--- config.mk ---
export PLATFORM = sky130hd
export DESIGN_NAME = branch_update_unit
export DESIGN_NICKNAME = d
export VERILOG_FILES = /design/src/rtl/branch_update_unit.sv
export SDC_FILE = /design/constraint.sdc
export NUM_CORES = 1
export LEC_CHECK = 0
export ABC_AREA = 1
export ABC_CLOCK_PERIOD_IN_PS = 13110
export BUFFER_PORTS_ARGS = -buffer_cell sky130_fd_sc_hd__buf_2
export CORE_ASPECT_RATIO = 0.75
export CORE_MARGIN = 4
export CORE_UTILIZATION = 55
export DETAILED_ROUTE_END_ITERATION = 16
export HOLD_SLACK_MARGIN = 0.03
export PLACE_DENSITY = 0.75
export REMOVE_ABC_BUFFERS = 1
export SYNTH_ARGS = -nofsm -noshare
export SYNTH_HDL_FRONTEND = slang
export SYNTH_SLANG_ARGS = --single-unit
--- constraint.sdc ---
create_clock -name clock -period 13.11 [get_ports clock]
set_input_delay 2.622 -clock clock [delete_from_list [all_inputs] [get_ports clock]]
set_output_delay 2.622 -clock clock [all_outputs]
set_load 0.02 [all_outputs]
--- src/rtl/branch_update_unit.sv ---
// rtl/branch_update_unit.sv - branch prediction tracking, mispredict detection and table update FIFO
//
// Purpose:
//   Carries each fetch-time prediction down a STAGES-deep tracking pipeline
//   to execute, compares it with the resolved outcome, raises a registered
//   one-cycle mispredict/redirect, and queues training updates into a small
//   FIFO that drives the prediction table's write port.
//
// Ports:
//   clock, reset          single clock, synchronous active-high reset
//   fetch_valid/pc/pred_taken/pred_target   fetch-time prediction
//   stall                 freezes tracking pipeline, suppresses evaluation
//   ex_valid/ex_is_branch/ex_taken/ex_target  resolved execute outcome
//   mispredict, redirect_pc                   registered flush/redirect pulse
//   upd_write/pc/result/address, upd_ready    table write port (FIFO head)
//   fifo_full, dropped_count                  FIFO status, saturating drops
module branch_update_unit #(
   parameter int STAGES     = 2,
   parameter int FIFO_DEPTH = 4
) (
   input  logic        clock,
   input  logic        reset,
   input  logic        fetch_valid,
   input  logic [31:0] fetch_pc,
   input  logic        pred_taken,
   input  logic [31:0] pred_target,
   input  logic        stall,
   input  logic        ex_valid,
   input  logic        ex_is_branch,
   input  logic        ex_taken,
   input  logic [31:0] ex_target,
   output logic        mispredict,
   output logic [31:0] redirect_pc,
   output logic        upd_write,
   output logic [31:0] upd_pc,
   output logic        upd_result,
   output logic [31:0] upd_address,
   input  logic        upd_ready,
   output logic        fifo_full,
   output logic [15:0] dropped_count
);

   localparam int PW = $clog2(FIFO_DEPTH);
   localparam int CW = $clog2(FIFO_DEPTH + 1);
   localparam logic [CW-1:0] DEPTH_C = CW'(FIFO_DEPTH);

   // Tracking pipeline; index STAGES-1 is the tail (execute instruction)
   logic [STAGES-1:0] v_q;
   logic [STAGES-1:0] pt_q;
   logic [31:0]       pc_q   [STAGES];
   logic [31:0]       ptgt_q [STAGES];

   logic        mispredict_q, mispredict_d;
   logic [31:0] redirect_q, redirect_d;

   // Evaluation
   logic        eval;
   logic [31:0] tail_pc, tail_ptgt, seq_pc, pred_next, act_next;
   logic        tail_pt;
   logic        push;
   logic        push_res;
   logic [31:0] push_addr;

   // Update FIFO
   logic [31:0]   mem_pc   [FIFO_DEPTH];
   logic          mem_res  [FIFO_DEPTH];
   logic [31:0]   mem_addr [FIFO_DEPTH];
   logic [PW-1:0] wr_q, rd_q;
   logic [CW-1:0] cnt_q, cnt_d;
   logic [15:0]   dropped_q;
   logic          not_empty, full, pop, accept, drop;

   assign tail_pc   = pc_q[STAGES-1];
   assign tail_pt   = pt_q[STAGES-1];
   assign tail_ptgt = ptgt_q[STAGES-1];

   always_comb begin
      eval         = !stall && ex_valid && v_q[STAGES-1];
      seq_pc       = tail_pc + 32'd4;
      pred_next    = tail_pt ? tail_ptgt : seq_pc;
      act_next     = ex_taken ? ex_target : seq_pc;
      mispredict_d = 1'b0;
      redirect_d   = redirect_q;
      push         = 1'b0;
      push_res     = 1'b0;
      push_addr    = 32'd0;
      if (eval) begin
         if (ex_is_branch) begin
            push      = 1'b1;
            push_res  = ex_taken;
            push_addr = ex_target;
            if (pred_next != act_next) begin
               mispredict_d = 1'b1;
               redirect_d   = act_next;
            end
         end else if (tail_pt) begin
            // Aliased non-branch predicted taken: redirect to fall-through
            // and train the entry down to not-taken.
            mispredict_d = 1'b1;
            redirect_d   = seq_pc;
            push         = 1'b1;
            push_addr    = seq_pc;
         end
      end
   end

   always_ff @(posedge clock) begin
      if (reset) begin
         v_q <= '0;
      end else if (!stall) begin
         v_q[0] <= fetch_valid;
         for (int k = 1; k < STAGES; k++) begin
            v_q[k] <= v_q[k-1];
         end
         // Flush wins over the shift, including the entry coming in
         if (mispredict_d) begin
            v_q <= '0;
         end
      end
   end

   always_ff @(posedge clock) begin
      if (!stall) begin
         pc_q[0]   <= fetch_pc;
         pt_q[0]   <= pred_taken;
         ptgt_q[0] <= pred_target;
         for (int k = 1; k < STAGES; k++) begin
            pc_q[k]   <= pc_q[k-1];
            pt_q[k]   <= pt_q[k-1];
            ptgt_q[k] <= ptgt_q[k-1];
         end
      end
   end

   always_ff @(posedge clock) begin
      if (reset) begin
         mispredict_q <= 1'b0;
         redirect_q   <= 32'd0;
      end else begin
         mispredict_q <= mispredict_d;
         redirect_q   <= redirect_d;
      end
   end

   assign mispredict  = mispredict_q;
   assign redirect_pc = redirect_q;

   // FIFO control: a push into a full FIFO survives only if the head is
   // accepted in the same cycle.
   always_comb begin
      not_empty = (cnt_q != '0);
      full      = (cnt_q == DEPTH_C);
      pop       = not_empty && upd_ready;
      accept    = push && (!full || pop);
      drop      = push && full && !pop;
      cnt_d     = cnt_q;
      if (accept && !pop) begin
         cnt_d = cnt_q + 1'b1;
      end else if (!accept && pop) begin
         cnt_d = cnt_q - 1'b1;
      end
   end

   always_ff @(posedge clock) begin
      if (reset) begin
         wr_q      <= '0;
         rd_q      <= '0;
         cnt_q     <= '0;
         dropped_q <= 16'd0;
      end else begin
         cnt_q <= cnt_d;
         if (accept) begin
            wr_q <= wr_q + 1'b1;
         end
         if (pop) begin
            rd_q <= rd_q + 1'b1;
         end
         if (drop && dropped_q != 16'hFFFF) begin
            dropped_q <= dropped_q + 16'd1;
         end
      end
   end

   always_ff @(posedge clock) begin
      if (accept) begin
         mem_pc[wr_q]   <= tail_pc;
         mem_res[wr_q]  <= push_res;
         mem_addr[wr_q] <= push_addr;
      end
   end

   // Head data is gated so the write port reads all-zero when idle
   assign upd_write     = not_empty;
   assign upd_pc        = not_empty ? mem_pc[rd_q] : 32'd0;
   assign upd_result    = not_empty ? mem_res[rd_q] : 1'b0;
   assign upd_address   = not_empty ? mem_addr[rd_q] : 32'd0;
   assign fifo_full     = full;
   assign dropped_count = dropped_q;

endmodule

* Yosys cells after proc, flatten, opt, wreduce, memory -nomap -nowiden
Memory sizes are Yosys's and may differ from the RTL's. A register that Yosys moved wholly into a read port is not among the register bits.
Index checks and enable logic that the tools add are counted.
W data, S select, Z words.
** Word-level totals
- Bits in writable memories :: 388
- Bits in latches :: 0
- Memories :: 5
- Register bits after elaboration :: 60
- Bits in read-only memories :: 0
** Memory list
- mem_addr :: words 4, bits a word 32, read ports 1, clocked after memory_dff 1, wr ports 1, line 67 : logic [31:0] mem_addr [FIFO_DEPTH];
- mem_pc :: words 4, bits a word 32, read ports 1, clocked after memory_dff 1, wr ports 1, line 65 : logic [31:0] mem_pc [FIFO_DEPTH];
- pc_q :: words 2, bits a word 32, read ports 2, clocked after memory_dff 0, wr ports 2, line 50 : logic [31:0] pc_q [STAGES];
- ptgt_q :: words 2, bits a word 32, read ports 2, clocked after memory_dff 0, wr ports 2, line 51 : logic [31:0] ptgt_q [STAGES];
- mem_res :: words 4, bits a word 1, read ports 1, clocked after memory_dff 1, wr ports 1, line 66 : logic mem_res [FIFO_DEPTH];
** Cells by class
- Shifts and indexed selects :: 0
- Multiplexer cells :: 31
- Bitwise logic cells :: 0
- Add/sub/neg operators :: 6
- Reductions and logical operators :: 18
- Magnitude comparators :: 0
- Equal/unequal tests :: 4
- Div/mod/pow operators :: 0
- Multiply operators :: 0
** Operator list (count)
- $mux W32 :: 10
- $add A32 B3 Y32 const B :: 1
- $ne A32 B32 Y1 :: 1
- $add A16 B1 Y16 const B :: 1
- $ne A16 B16 Y1 const B :: 1
- $mux W2 :: 7
- $mux W1 :: 12
- $logic_and A1 B1 Y1 :: 9
- $mux W3 :: 2
- $add A2 B1 Y2 const B :: 2
- $logic_not A1 Y1 :: 4
- $reduce_bool A2 Y1 :: 2
- $add A3 B1 Y3 const B :: 1
- $eq A3 B3 Y1 const B :: 1
- $reduce_and A3 Y1 :: 1
- $reduce_bool A3 Y1 :: 1
- $sub A3 B1 Y3 const B :: 1
- $ne A2 B1 Y1 const B :: 1
- $logic_or A1 B1 Y1 :: 1

* Longest topological paths before layout
- Depth in word-level cells :: 9
- Depth in mapped cells :: 21
- Depth with buffers taken out :: 20

* Worst setup path after synthesis
No wires, ideal clock.
- Kind :: input to register
- Start point :: input port stall
- End point :: memory mem_addr[0][0], enable pin
- Stages on the path :: 7
- Arrival :: 8.892 ns
- Library setup time :: 0.488 ns
- Path slack :: 3.730 ns
- Path through :: inv_1 nand3_1 inv_1 o21ai_1 nor2_1 inv_1 nor2_1
** Between the ends
- Word-level cells in the longest chain between the ends :: 7
** Ends and longest elaborated chain
- from (decl) :: line 27 : input logic stall,
- $logic_not A1 Y1
- $logic_and A1 B1 Y1 (2 in series) :: line 78 : eval = !stall && ex_valid && v_q[STAGES-1];
- $mux W1 :: line 87 : if (eval) begin
- $logic_and A1 B1 Y1 :: line 154 : accept = push && (!full || pop);
- via accept :: line 71 : logic not_empty, full, pop, accept, drop;
- $mux W1 :: line 185 : if (accept) begin
- $mux W1 (not written as such) :: line 188 : mem_addr[wr_q] <= push_addr;
- to (decl) :: line 67
The timed path passes the listed nets, and every way through them passes these cells.

==> flow_summary.toml <==
[global_routing]
grt_pass1_wl_um = 86000
grt_max_degree = 91
grtUsageTotal_pct = 27.5
grt_pass1_vias = 15000
overflow = 0
antenna_found_initial = 8

[drt]
vias_per_cell = 5.65
drcViolationCount = 0
num_vias = 15900
wire_per_inst_um = 19.9
drt_iter0_markers = 1978
wl_um = 56000
dr.pass1.iters = 6
postRouteAntennaNets = 0

[setup_path]
endpoint_kind = "output pin"
worstPathArrival_ns = 3.27
path_buf_inv = 3
cp_slowest_cell = "buf_4"
crit_family = "buffers and inverters"
cp_max_fo = 90
r2r_start = "pt_q[1]"
r2r_end = "redirect_pc[23]"
endpoint = "upd_pc[16]"
critPathLaunchType = "register"
path_cells = "inv_2, buf_4, o21ai_0, a21oi_1, buf_2"
r2r_slack_ns = 8.98
worst_path_largest_cell_delay_ns = 0.75
cp.required_ns = 10.49
path_class = "register to output pin"
r2r_cells = 17
crit_cells = 5

[cts]
cts_root_buffer = "clkbuf_16"
h-tree-depth = 2
cts_tree = "done"
clk_pin_slew_ns = 0.06
clock_sinks = 450
postCtsHoldBufs = 0
cts_made_buffers = 44
clockBufferDepth = 3
cts_resized = 0
clkLatencyLatePin_ns = 0.55
post_cts_buffers = 0

[yosys]
syn_avg_cell_area_um2 = 9.67
synth.top_cell.area_share_pct = 57.8
synth_area_leader_cell = "edfxtp_1"
synth_seq_cells = 450
synth_top_cells_by_area = "edfxtp_1 58%, nand2_1 8.2%, nor2_1 6.8%"
ys_seq_area_share_pct = 63.8
async_flop_share_pct = 0
synth_cell_types = 39
netlist_area_um2 = 20200
synth-main-ff-cell = "edfxtp_1"
synth_common_cells = "440 x nand2_1, 390 x edfxtp_1, 367 x nor2_1, 172 x o21ai_0, 162 x nand3_1"
synth_most_common_cell = "nand2_1"
yosysWarnings = 0
synth-edff-count = 390
netlist_instances = 2094

[floorplanning]
core_um2 = 36100
start_util_pct = 56.1
fp.dieArea_um2 = 40000
die_w_um = 230
die_y_um = 174
io_pins = 221
rows = 60

[pwr]
vdd_ir_drop_max_uv = 110
leakage_nw = 9.35
powerDensity_nw_per_um2 = 164

[timing]
max_freq_mhz = 170
final.period_utilization_pct = 45.0
fin_crit_ns = 5.90
slew_headroom_pct = 30.6
rsz0062_at_grt = "false"
skew_ns = 0.0233
worst_pin_slew_ns = 1.04
slew_violations = 0
final_hold_viol_count = 0
setup_violations = 0
final.setup.tns_ns = 0

[layout]
drive_above_1_share_pct = 17.1
finish.utilization_pct = 64.6
syn_to_final_growth_pct = 15.2
fin_nets = 2392

[run]
timing.max_cap.violations = 0

[placed_design]
place_congestion = 0.973
dp_hpwl_um = 36400
portBuffers = 220

[run_status]
outcome = "completed"

[hold_path]
hp-class = "register to register"
-- power breakdown --
group / total, W / switching (W) / internal, W
Clock: 0.00139 / 0.000542 / 0.000843
Combinational: 0.000798 / 0.000572 / 0.000226
Sequential: 0.00165 / 0.0000562 / 0.00160
-- logic make-up (layout without fill, tap and decap cells) --
family,after synthesis,count (layout),share of synthesized area [%]
fa+ha+maj,9,9,0.593
flops,450,450,63.8
simple gates,1072,1072,22.4
xor+xnor,4,4,0.173
other cells,0,4,0
compound gates,342,342,8.76
buf+inv,217,433,4.31
-- worst min path at each step --
stage               cells past startpoint       endpoint     startpoint
global placement                        0  ptgt_q[0][34]   ptgt_q[0][2]
detailed placement                      0    pc_q[0][53]    pc_q[0][21]
floorplan                               0    pc_q[0][32]     pc_q[0][0]
global route                            0    pc_q[0][36]     pc_q[0][4]
CTS                                     0    pc_q[0][53]    pc_q[0][21]
finish                                  0  ptgt_q[0][58]  ptgt_q[0][26]
-- sequential cells by signal, summed over array words and instances, names as in the netlist, named ones only --
register	flops
mem_pc	128
mem_res	4
v_q	2
pc_q	64
rd_q	2
wr_q	2
cnt_q	3
pt_q	2
redirect_pc	32
mispredict	1
mem_addr	128
dropped_count	16
ptgt_q	64
-- metrics by stage --
| stage | area (µm²) | std cells | total power (W) | setup WS, ns | hold WS, ns |
|---|---|---|---|---|---|
| 2_1_floorplan | 19800 | 1994 | 0.00216 | 3.23 | 0.400 |
| 3_3_place_gp | 21700 | 2728 | 0.00247 | 7.15 | 0.401 |
| 3_5_place_dp | 21700 | 2728 | 0.00248 | 7.07 | 0.405 |
| 4_1_cts | 23300 | 2806 | 0.00385 | 7.21 | 0.419 |
| 5_1_grt | 23300 | 2809 | 0.00399 | 6.99 | 0.421 |
| 6_report | 23300 | 2810 | 0.00383 | 7.21 | 0.417 |
-- per-layer routing --
metal	vias up	share of wire (%)	wire (µm)	track usage (%)
met1	7487	43	23800	39.9
met5	-	0.11	62	0
met2	767	45	25000	42.3
met4	10	2.8	1550	7.78
li1	7493	-	-	-
met3	117	10	5600	5.90
-- cell type report --
| class | instances | area (µm²) |
|---|---|---|
| clock buffer | 49 | 1170 |
| tap | 496 | 621 |
| antenna | 4 | 10.0 |
| sequential | 450 | 12900 |
| fill | 2834 | 12800 |
| multi-input combinational | 1427 | 6500 |
| clock inverter | 29 | 415 |
| timing repair buffer | 238 | 1240 |
| inverter | 117 | 444 |
-- placed cells by master (no fill, tap or decap), types with 29 or more instances in the layout --
cell	count
o21ai_0	172
a21oi_1	143
edfxtp_1	390
inv_1	112
nand2_1	440
dfxtp_1	58
clkbuf_16	46
buf_2	220
nor2_1	363
or2_2	29
nand3_1	162
No activity file was read; power rests on OpenSTA's default activity.
